$ cat src/rtl/mips_pkg.sv
// Shared definitions for the MIPS pipeline hazard controller: forwarding
// select codes, branch-resolve stage codes and the shadow-slot records.
package mips_pkg;

  localparam logic [1:0] FWD_RF    = 2'b00;
  localparam logic [1:0] FWD_EXMEM = 2'b10;
  localparam logic [1:0] FWD_MEMWB = 2'b01;

  localparam int BR_ID  = 1;
  localparam int BR_EX  = 2;
  localparam int BR_MEM = 3;

  // Slots carry register numbers at a fixed maximum width; narrower
  // REG_AW values are zero-extended on entry, so REG_AW must be <= RA_MAX.
  localparam int RA_MAX = 8;
  typedef logic [RA_MAX-1:0] reg_addr_t;

  typedef struct packed {
    logic      v;
    reg_addr_t rs;
    reg_addr_t rt;
    logic      uses_rs;
    logic      uses_rt;
    reg_addr_t dst;
    logic      rw;
    logic      mr;
  } ex_slot_t;

  typedef struct packed {
    logic      v;
    reg_addr_t dst;
    logic      rw;
    logic      mr;
  } mem_slot_t;

  typedef struct packed {
    logic      v;
    reg_addr_t dst;
    logic      rw;
  } wb_slot_t;

endpackage

$ cat src/rtl/pipe_hazard_ctrl_fwd_sel.sv
// Per-operand forwarding priority: EX/MEM result beats MEM/WB value,
// R0 never forwards.
module fwd_sel
  import mips_pkg::*;
(
  input  logic       uses,
  input  reg_addr_t  src,
  input  mem_slot_t  mem_s,
  input  wb_slot_t   wb_s,
  output logic [1:0] sel
);

  always_comb begin
    sel = FWD_RF;
    if (uses && (src != '0)) begin
      // A load in MEM has no ALU result worth forwarding; its data
      // arrives one stage later through MEM/WB.
      if (mem_s.v && mem_s.rw && !mem_s.mr && (mem_s.dst == src))
        sel = FWD_EXMEM;
      else if (wb_s.v && wb_s.rw && (wb_s.dst == src))
        sel = FWD_MEMWB;
    end
  end

endmodule

$ cat src/rtl/pipe_hazard_ctrl.sv
// Hazard/forwarding controller for the 5-stage 16-bit MIPS pipeline.
// Optional perf counters are built only when HAZ_PERF_EN is defined.
module pipe_hazard_ctrl
  import mips_pkg::*;
#(
  parameter int REG_AW   = 3,
  parameter int BR_STAGE = 3,
  parameter int CNT_W    = 16
) (
  input  logic              clk,
  input  logic              rst,
  input  logic              id_valid,
  input  logic [REG_AW-1:0] id_rs,
  input  logic [REG_AW-1:0] id_rt,
  input  logic              id_uses_rs,
  input  logic              id_uses_rt,
  input  logic [REG_AW-1:0] id_dst,
  input  logic              id_reg_write,
  input  logic              id_mem_read,
  input  logic              br_taken,
  input  logic              ext_stall,
  output logic              stall_pc_ifid,
  output logic              bubble_idex,
  output logic              flush_ifid,
  output logic              flush_exmem,
  output logic              freeze_all,
  output logic [1:0]        fwd_a,
  output logic [1:0]        fwd_b,
  output logic [CNT_W-1:0]  stall_cnt,
  output logic [CNT_W-1:0]  flush_cnt
);

  ex_slot_t   ex_q,  ex_d;
  mem_slot_t  mem_q, mem_d;
  wb_slot_t   wb_q,  wb_d;
  reg_addr_t  id_rs_x, id_rt_x, id_dst_x;
  logic       accept_br, load_use, lu_fire;
  logic [1:0] fwd_a_raw, fwd_b_raw;

  assign id_rs_x  = reg_addr_t'(id_rs);
  assign id_rt_x  = reg_addr_t'(id_rt);
  assign id_dst_x = reg_addr_t'(id_dst);

  always_comb begin
    accept_br = br_taken & ~ext_stall;
    load_use  = id_valid & ex_q.v & ex_q.mr & ex_q.rw & (ex_q.dst != '0) &
                ((id_uses_rs & (id_rs_x == ex_q.dst)) |
                 (id_uses_rt & (id_rt_x == ex_q.dst)));
    // A taken branch discards the dependent instruction, so no stall.
    lu_fire   = load_use & ~accept_br & ~ext_stall;
  end

  fwd_sel u_fwd_a (
    .uses  (ex_q.v & ex_q.uses_rs),
    .src   (ex_q.rs),
    .mem_s (mem_q),
    .wb_s  (wb_q),
    .sel   (fwd_a_raw)
  );

  fwd_sel u_fwd_b (
    .uses  (ex_q.v & ex_q.uses_rt),
    .src   (ex_q.rt),
    .mem_s (mem_q),
    .wb_s  (wb_q),
    .sel   (fwd_b_raw)
  );

  always_comb begin
    stall_pc_ifid = 1'b0;
    bubble_idex   = 1'b0;
    flush_ifid    = 1'b0;
    flush_exmem   = 1'b0;
    freeze_all    = 1'b0;
    fwd_a         = FWD_RF;
    fwd_b         = FWD_RF;
    if (!rst) begin
      stall_pc_ifid = lu_fire;
      bubble_idex   = lu_fire | (accept_br & (BR_STAGE >= BR_EX));
      flush_ifid    = accept_br;
      flush_exmem   = accept_br & (BR_STAGE == BR_MEM);
      freeze_all    = ext_stall;
      fwd_a         = fwd_a_raw;
      fwd_b         = fwd_b_raw;
    end
  end

  always_comb begin
    ex_d  = ex_q;
    mem_d = mem_q;
    wb_d  = wb_q;
    if (!ext_stall) begin
      wb_d  = '{v: mem_q.v, dst: mem_q.dst, rw: mem_q.rw};
      mem_d = '{v: ex_q.v, dst: ex_q.dst, rw: ex_q.rw, mr: ex_q.mr};
      ex_d  = '{v: id_valid, rs: id_rs_x, rt: id_rt_x,
                uses_rs: id_uses_rs, uses_rt: id_uses_rt,
                dst: id_dst_x, rw: id_reg_write, mr: id_mem_read};
      if (lu_fire || (accept_br && (BR_STAGE >= BR_EX)))
        ex_d = '0;
      if (accept_br && (BR_STAGE == BR_MEM))
        mem_d = '0;
    end
  end

  always_ff @(posedge clk) begin
    if (rst) begin
      ex_q  <= '0;
      mem_q <= '0;
      wb_q  <= '0;
    end else begin
      ex_q  <= ex_d;
      mem_q <= mem_d;
      wb_q  <= wb_d;
    end
  end

`ifdef HAZ_PERF_EN
  logic [CNT_W-1:0] stall_cnt_q, stall_cnt_d;
  logic [CNT_W-1:0] flush_cnt_q, flush_cnt_d;

  // Both counters saturate rather than wrap.
  always_comb begin
    stall_cnt_d = stall_cnt_q;
    flush_cnt_d = flush_cnt_q;
    if (lu_fire && (stall_cnt_q != '1))
      stall_cnt_d = stall_cnt_q + CNT_W'(1);
    if (accept_br && (flush_cnt_q != '1))
      flush_cnt_d = flush_cnt_q + CNT_W'(1);
  end

  always_ff @(posedge clk) begin
    if (rst) begin
      stall_cnt_q <= '0;
      flush_cnt_q <= '0;
    end else begin
      stall_cnt_q <= stall_cnt_d;
      flush_cnt_q <= flush_cnt_d;
    end
  end

  assign stall_cnt = rst ? '0 : stall_cnt_q;
  assign flush_cnt = rst ? '0 : flush_cnt_q;
`else
  assign stall_cnt = '0;
  assign flush_cnt = '0;
`endif

endmodule

$ cat config.mk
export PLATFORM = sky130hd
export DESIGN_NAME = pipe_hazard_ctrl
export DESIGN_NICKNAME = d
export VERILOG_FILES = /design/src/rtl/mips_pkg.sv /design/src/rtl/pipe_hazard_ctrl_fwd_sel.sv /design/src/rtl/pipe_hazard_ctrl.sv
export SDC_FILE = /design/constraint.sdc
export NUM_CORES = 1
export LEC_CHECK = 0
export ABC_CLOCK_PERIOD_IN_PS = 1900
export CORE_MARGIN = 1.5
export CORE_UTILIZATION = 33
export DETAILED_ROUTE_END_ITERATION = 7
export PLACE_DENSITY = 0.71
export SYNTH_ARGS = -nofsm -noshare
export SYNTH_HDL_FRONTEND = slang
export SYNTH_SLANG_ARGS = --single-unit
$ cat constraint.sdc
create_clock -name clk -period 1.9 [get_ports clk]
set_input_delay 0.38 -clock clk [delete_from_list [all_inputs] [get_ports clk]]
set_output_delay 0.38 -clock clk [all_outputs]
set_load 0.01 [all_outputs]
# Word level (Yosys, flattened, before mapping)
# Index checks and enable logic that the tools add are counted.
# classes
eq_ne	6
muxes	14
bitwise	16
reduce_logical	14
# op_table
cell	count
8-bit equality test	4
29-bit 2-to-1 mux	1
8-bit nonzero test	3
3-bit by 8-bit equality test with 1-bit output	2
1-bit AND	12
2-bit 2-to-1 mux	6
11-bit 2-to-1 mux	1
1-bit logical AND	9
1-bit 2-to-1 mux	6
1-bit NOT	2
1-bit bitwise OR	2
1-bit zero test	1
1-bit logical OR	1
# totals
register_bits	50
input_bits	18
output_inout_bits	41
wordCells	65

# Longest topological paths before layout
# depth
word_depth	9
ltp_mapped	6
mapped_depth_nobuf	4

# By module
# From an unflattened synthesis, not the netlist that was laid out.
# hier_totals
cells_unflattened	225
area_unflattened_um2	1838.0
# modules_own_cells
mod	n_inst	cells_each	area_per_inst_um2	seq_area_each_um2
pipe_hazard_ctrl	1	167	1372.6	500.5
fwd_sel	2	29	232.7	0.0

# Worst setup path before layout
# Ideal clock, no wire load.
# synth_timing
path_type	input to output
startpoint	in br_taken
endpoint	out bubble_idex
t_arrival_ps	1106
setup_slack_ps	414
cell_stages	4
n_path_buf	1
path_cell_list	clkbuf_1 > nand2b_1 > nor2_1 > a31o_2
# synth_via
elab_chain_cells	6
# synth_lines
item	line	text
start: declaration	pipe_hazard_ctrl.sv:20	input logic br_taken,
1-bit AND *	pipe_hazard_ctrl.sv:45	accept_br = br_taken & ~ext_stall;
1-bit NOT	pipe_hazard_ctrl.sv:50	lu_fire = load_use & ~accept_br & ~ext_stall;
1-bit AND (2 in series)	pipe_hazard_ctrl.sv:50	
1-bit bitwise OR *	pipe_hazard_ctrl.sv:79	bubble_idex = lu_fire | (accept_br & (BR_STAGE >= BR_EX));
1-bit 2-to-1 mux *	pipe_hazard_ctrl.sv:77	if (!rst) begin
end: declaration	pipe_hazard_ctrl.sv:23	output logic bubble_idex,
# Mark *: on every way between the ends. The rest lies on a longest branch, timed or not.

# Worst setup path after layout
# layout_timing
startpoint	reg ex_q[2] (netlist name)
endpoint	out bubble_idex
# layout_via
elab_chain_cells	8
# layout_lines
item	line	text
start: declaration	pipe_hazard_ctrl.sv:33	ex_slot_t ex_q, ex_d;
start signal: assignment	pipe_hazard_ctrl.sv:107	ex_q <= '0;
start signal: assignment	pipe_hazard_ctrl.sv:111	ex_q <= ex_d;
3-bit by 8-bit equality test with 1-bit output (on tied branches)	pipe_hazard_ctrl.sv:47, pipe_hazard_ctrl.sv:48	
1-bit AND (on tied branches)	pipe_hazard_ctrl.sv:47, pipe_hazard_ctrl.sv:48	
1-bit bitwise OR	pipe_hazard_ctrl.sv:47	((id_uses_rs & (id_rs_x == ex_q.dst)) |
1-bit AND *	pipe_hazard_ctrl.sv:46	load_use = id_valid & ex_q.v & ex_q.mr & ex_q.rw & (ex_q.dst != '0) &
1-bit AND * (2 in series)	pipe_hazard_ctrl.sv:50	
1-bit bitwise OR *	pipe_hazard_ctrl.sv:79	
1-bit 2-to-1 mux *	pipe_hazard_ctrl.sv:77	
# Marks and branches as above.

==> impl_metrics.env <==
export IMPL_final_cell_mix="conb_1 (32), buf_4 (26), nand2_1 (17)"
export IMPL_drive_above_1_share_pct=24.8
export IMPL_dr_wl_met2_um=1880
export IMPL_synth_area_per_cell_um2=8.36
export IMPL_antenna_cells=0
export IMPL_p_leak_nw=0.945
export IMPL_die_area_um2=5160
export IMPL_crit_buf_inv=1
export IMPL_io_pins=59
export IMPL_path_cells="o311a_1 > a31o_2 > clkdlybuf4s15_2"
export IMPL_die_x_um=71.8
export IMPL_die_y_um=71.8
export IMPL_crit_slowest_cell="dfxtp_4"
export IMPL_synth_area_top_cells="dfxtp_1 (32%), buf_4 (16%), nand3b_1 (6.7%)"
export IMPL_cts_root_buf="clkbuf_8"
export IMPL_worst_r2r_cell_count=9
export IMPL_slew_headroom_pct=38.6
export IMPL_outcome="completed"
export IMPL_row_count=24
export IMPL_final_util_pct=46.8
export IMPL_slowest_delay_ns=0.38
export IMPL_crit_start="ex_q[2]"
export IMPL_pre_cts_slack_ns=-0.477
export IMPL_wl_met1_um=1680
export IMPL_synth_top_cell_by_area="dfxtp_1"
export IMPL_worstSetupPathDepth=3
export IMPL_arrival_ns=1.48
export IMPL_syn_area_um2=1560
export IMPL_criticalPathCategory="reg -> out"
export IMPL_route_met3_wl_um=174
export IMPL_nFillCells=432
export IMPL_slew_violations=0
export IMPL_critPathLaunchType="flip-flop"
export IMPL_wire_per_inst_um=13.2
export IMPL_yosys_warnings=0
export IMPL_reg2reg_from="ex_q[2]"
export IMPL_whs_ns=0.434
export IMPL_antenna_found_initial=0
export IMPL_core_area_um2=4440
export IMPL_fin_crit_sh_pct=98.0
export IMPL_synthDominantCellAreaShare_pct=32.0
export IMPL_setup_reg_to_reg_worst_slack_ns=0.05
export IMPL_antenna_left=0
export IMPL_drt_pass1_iterations=4
export IMPL_fin_crit_ns=1.86
export IMPL_clock_skew_ns=0.00136
export IMPL_setup_viol_count_final=0
export IMPL_cp_max_fo=5
export IMPL_synthCells=187
export IMPL_fmax_ghz=0.537
export IMPL_multi_input_area_um2=932
export IMPL_seq_area_frac_synth_pct=32.0
export IMPL_finalWirelength_um=3770
export IMPL_htree_levels=1
export IMPL_synth_cell_types=28
export IMPL_r2r_end="ex_q[20]"
export IMPL_ys_ff_latch=25
export IMPL_drtIter0Drc=52
export IMPL_ir_worst_vdd_mv=0.290
export IMPL_hold_class="in -> reg"
export IMPL_hold_viol=0
export IMPL_power_density_nw_per_um2=524
export IMPL_layout_commonest_cell="conb_1"
export IMPL_grt_overflow_total=0
export IMPL_endpoint_kind="primary output"
export IMPL_first_global_vias=1246
export IMPL_grt_max_degree=25
export IMPL_gp_congestion=0.739
export IMPL_clkSinkCount=25
export IMPL_top_layer="met4"
export IMPL_worst_slew_pin_slew_ns=0.918
export IMPL_clk_pin_slew_ns=0.09
export IMPL_crit_end="bubble_idex"
export IMPL_vias=1375
export IMPL_grtUsageTotal_pct=14.4
export IMPL_maxCapViolCount=0
export IMPL_tns_ns=0
export IMPL_finalWorstSetupSlack_ns=0.0378
export IMPL_cts_inserted_buffers=3
export IMPL_start_util_pct=35.2
export IMPL_syn2layout_area_growth_pct=33.0
export IMPL_p_total_mw=1.09
export IMPL_seqCellArea_um2=518
export IMPL_rsz0062_at_grt="yes"
export IMPL_grt_pass1_wl_um=5820
export IMPL_clk_latency_ns=0.27
export IMPL_hpwlAfterDp_um=2550
export IMPL_cts_tree="done"
export IMPL_cp_top_family="compound AO/OA/AOI/OAI gates"
export IMPL_vias_per_cell=4.81
export IMPL_cp_required_ns=1.52
export IMPL_numPortBuffers=26
export IMPL_drc=0
export IMPL_final_nets=253
export IMPL_clk_path_buf_depth=2
-- tightest hold or removal path: stages --
cell and delay, ns:
dlymetal6s2s_1 0.13, nand3b_1 0.08, o22ai_1 0.07
-- cell usage after synthesis --
master / count
nor2b_2: 1
clkbuf_1: 7
conb_1: 1
nor3b_1: 5
xnor2_1: 12
o311a_1: 3
and3_1: 4
a211oi_2: 1
nor2_1: 14
nand3b_1: 14
o22ai_1: 14
nand2b_1: 1
o311ai_1: 1
nand4_1: 4
xor2_1: 6
buf_4: 33
a21oi_1: 5
buf_2: 3
a22oi_1: 1
inv_1: 1
nand3_1: 1
a31o_2: 1
mux2i_1: 5
nor4_1: 2
dfxtp_1: 25
buf_6: 1
nor2b_1: 4
nand2_1: 17
-- metrics by stage --
stage | instance area, um^2 | std cells
final | 2080 | 286
after global placement | 1880 | 275
after global routing | 2080 | 286
after floorplan | 1680 | 218
after detailed placement | 1880 | 275
after CTS | 2020 | 286
-- sequential cells by signal (all words and copies together) (netlist names) --
register / count
mem_q: 6
wb_q: 5
ex_q: 14
-- cell families after synthesis --
family	count (synthesis)	synth area share, %
mux	5	3.20
compound gates	26	11.5
buf+inv	45	19.5
flops	25	32.0
other cells	1	0.240
simple gates	67	23.5
xor+xnor	18	10.1
-- timing repair --
item                                    4_1_cts  5_1_grt
cloned                                        2        0
pin swaps                                     4       11
resized for setup                            32       28
buffers inserted                              5        0
hold buffers                                  0        0
endpoints found under the setup margin        9       20
-- cell type report --
class / instances / share of cell area (%)
Clock buffer: 3 / 1.99
Clock inverter: 1 / 0.241
Multi-Input combinational cell: 148 / 44.9
Timing Repair Buffer: 56 / 24.7
Tap cell: 52 / 3.13
Sequential cell: 25 / 24.9
Inverter: 1 / 0.181
-- power breakdown --
group / switching [mW] / leakage [nW] / internal, mW
Clock: 0.176 / 0.0255 / 0.147
Combinational: 0.106 / 0.711 / 0.107
Sequential: 0.0165 / 0.208 / 0.537
Total: 0.298 / 0.945 / 0.790
-- routing by layer --
| metal | global-route usage, % | vias to the layer above |
|---|---|---|
| li1 | - | 674 |
| met1 | 17.9 | 655 |
| met2 | 24.9 | 42 |
| met3 | 2.95 | 4 |
| met4 | 4.40 | 0 |
| met5 | 0 | - |
-- worst min path at each step --
stage               cells after the start  startpoint        to  slack, ns
floorplan                               2     ex_q[0]   ex_q[0]       0.45
global placement                        2     ex_q[0]   ex_q[0]       0.46
detailed placement                      2     ex_q[0]   ex_q[0]       0.48
CTS                                     2     ex_q[0]   ex_q[0]       0.50
global route                            3  id_uses_rt  ex_q[10]       0.46
finish                                  3  id_uses_rt  ex_q[10]       0.43
Power figures use the tool's default switching activity.
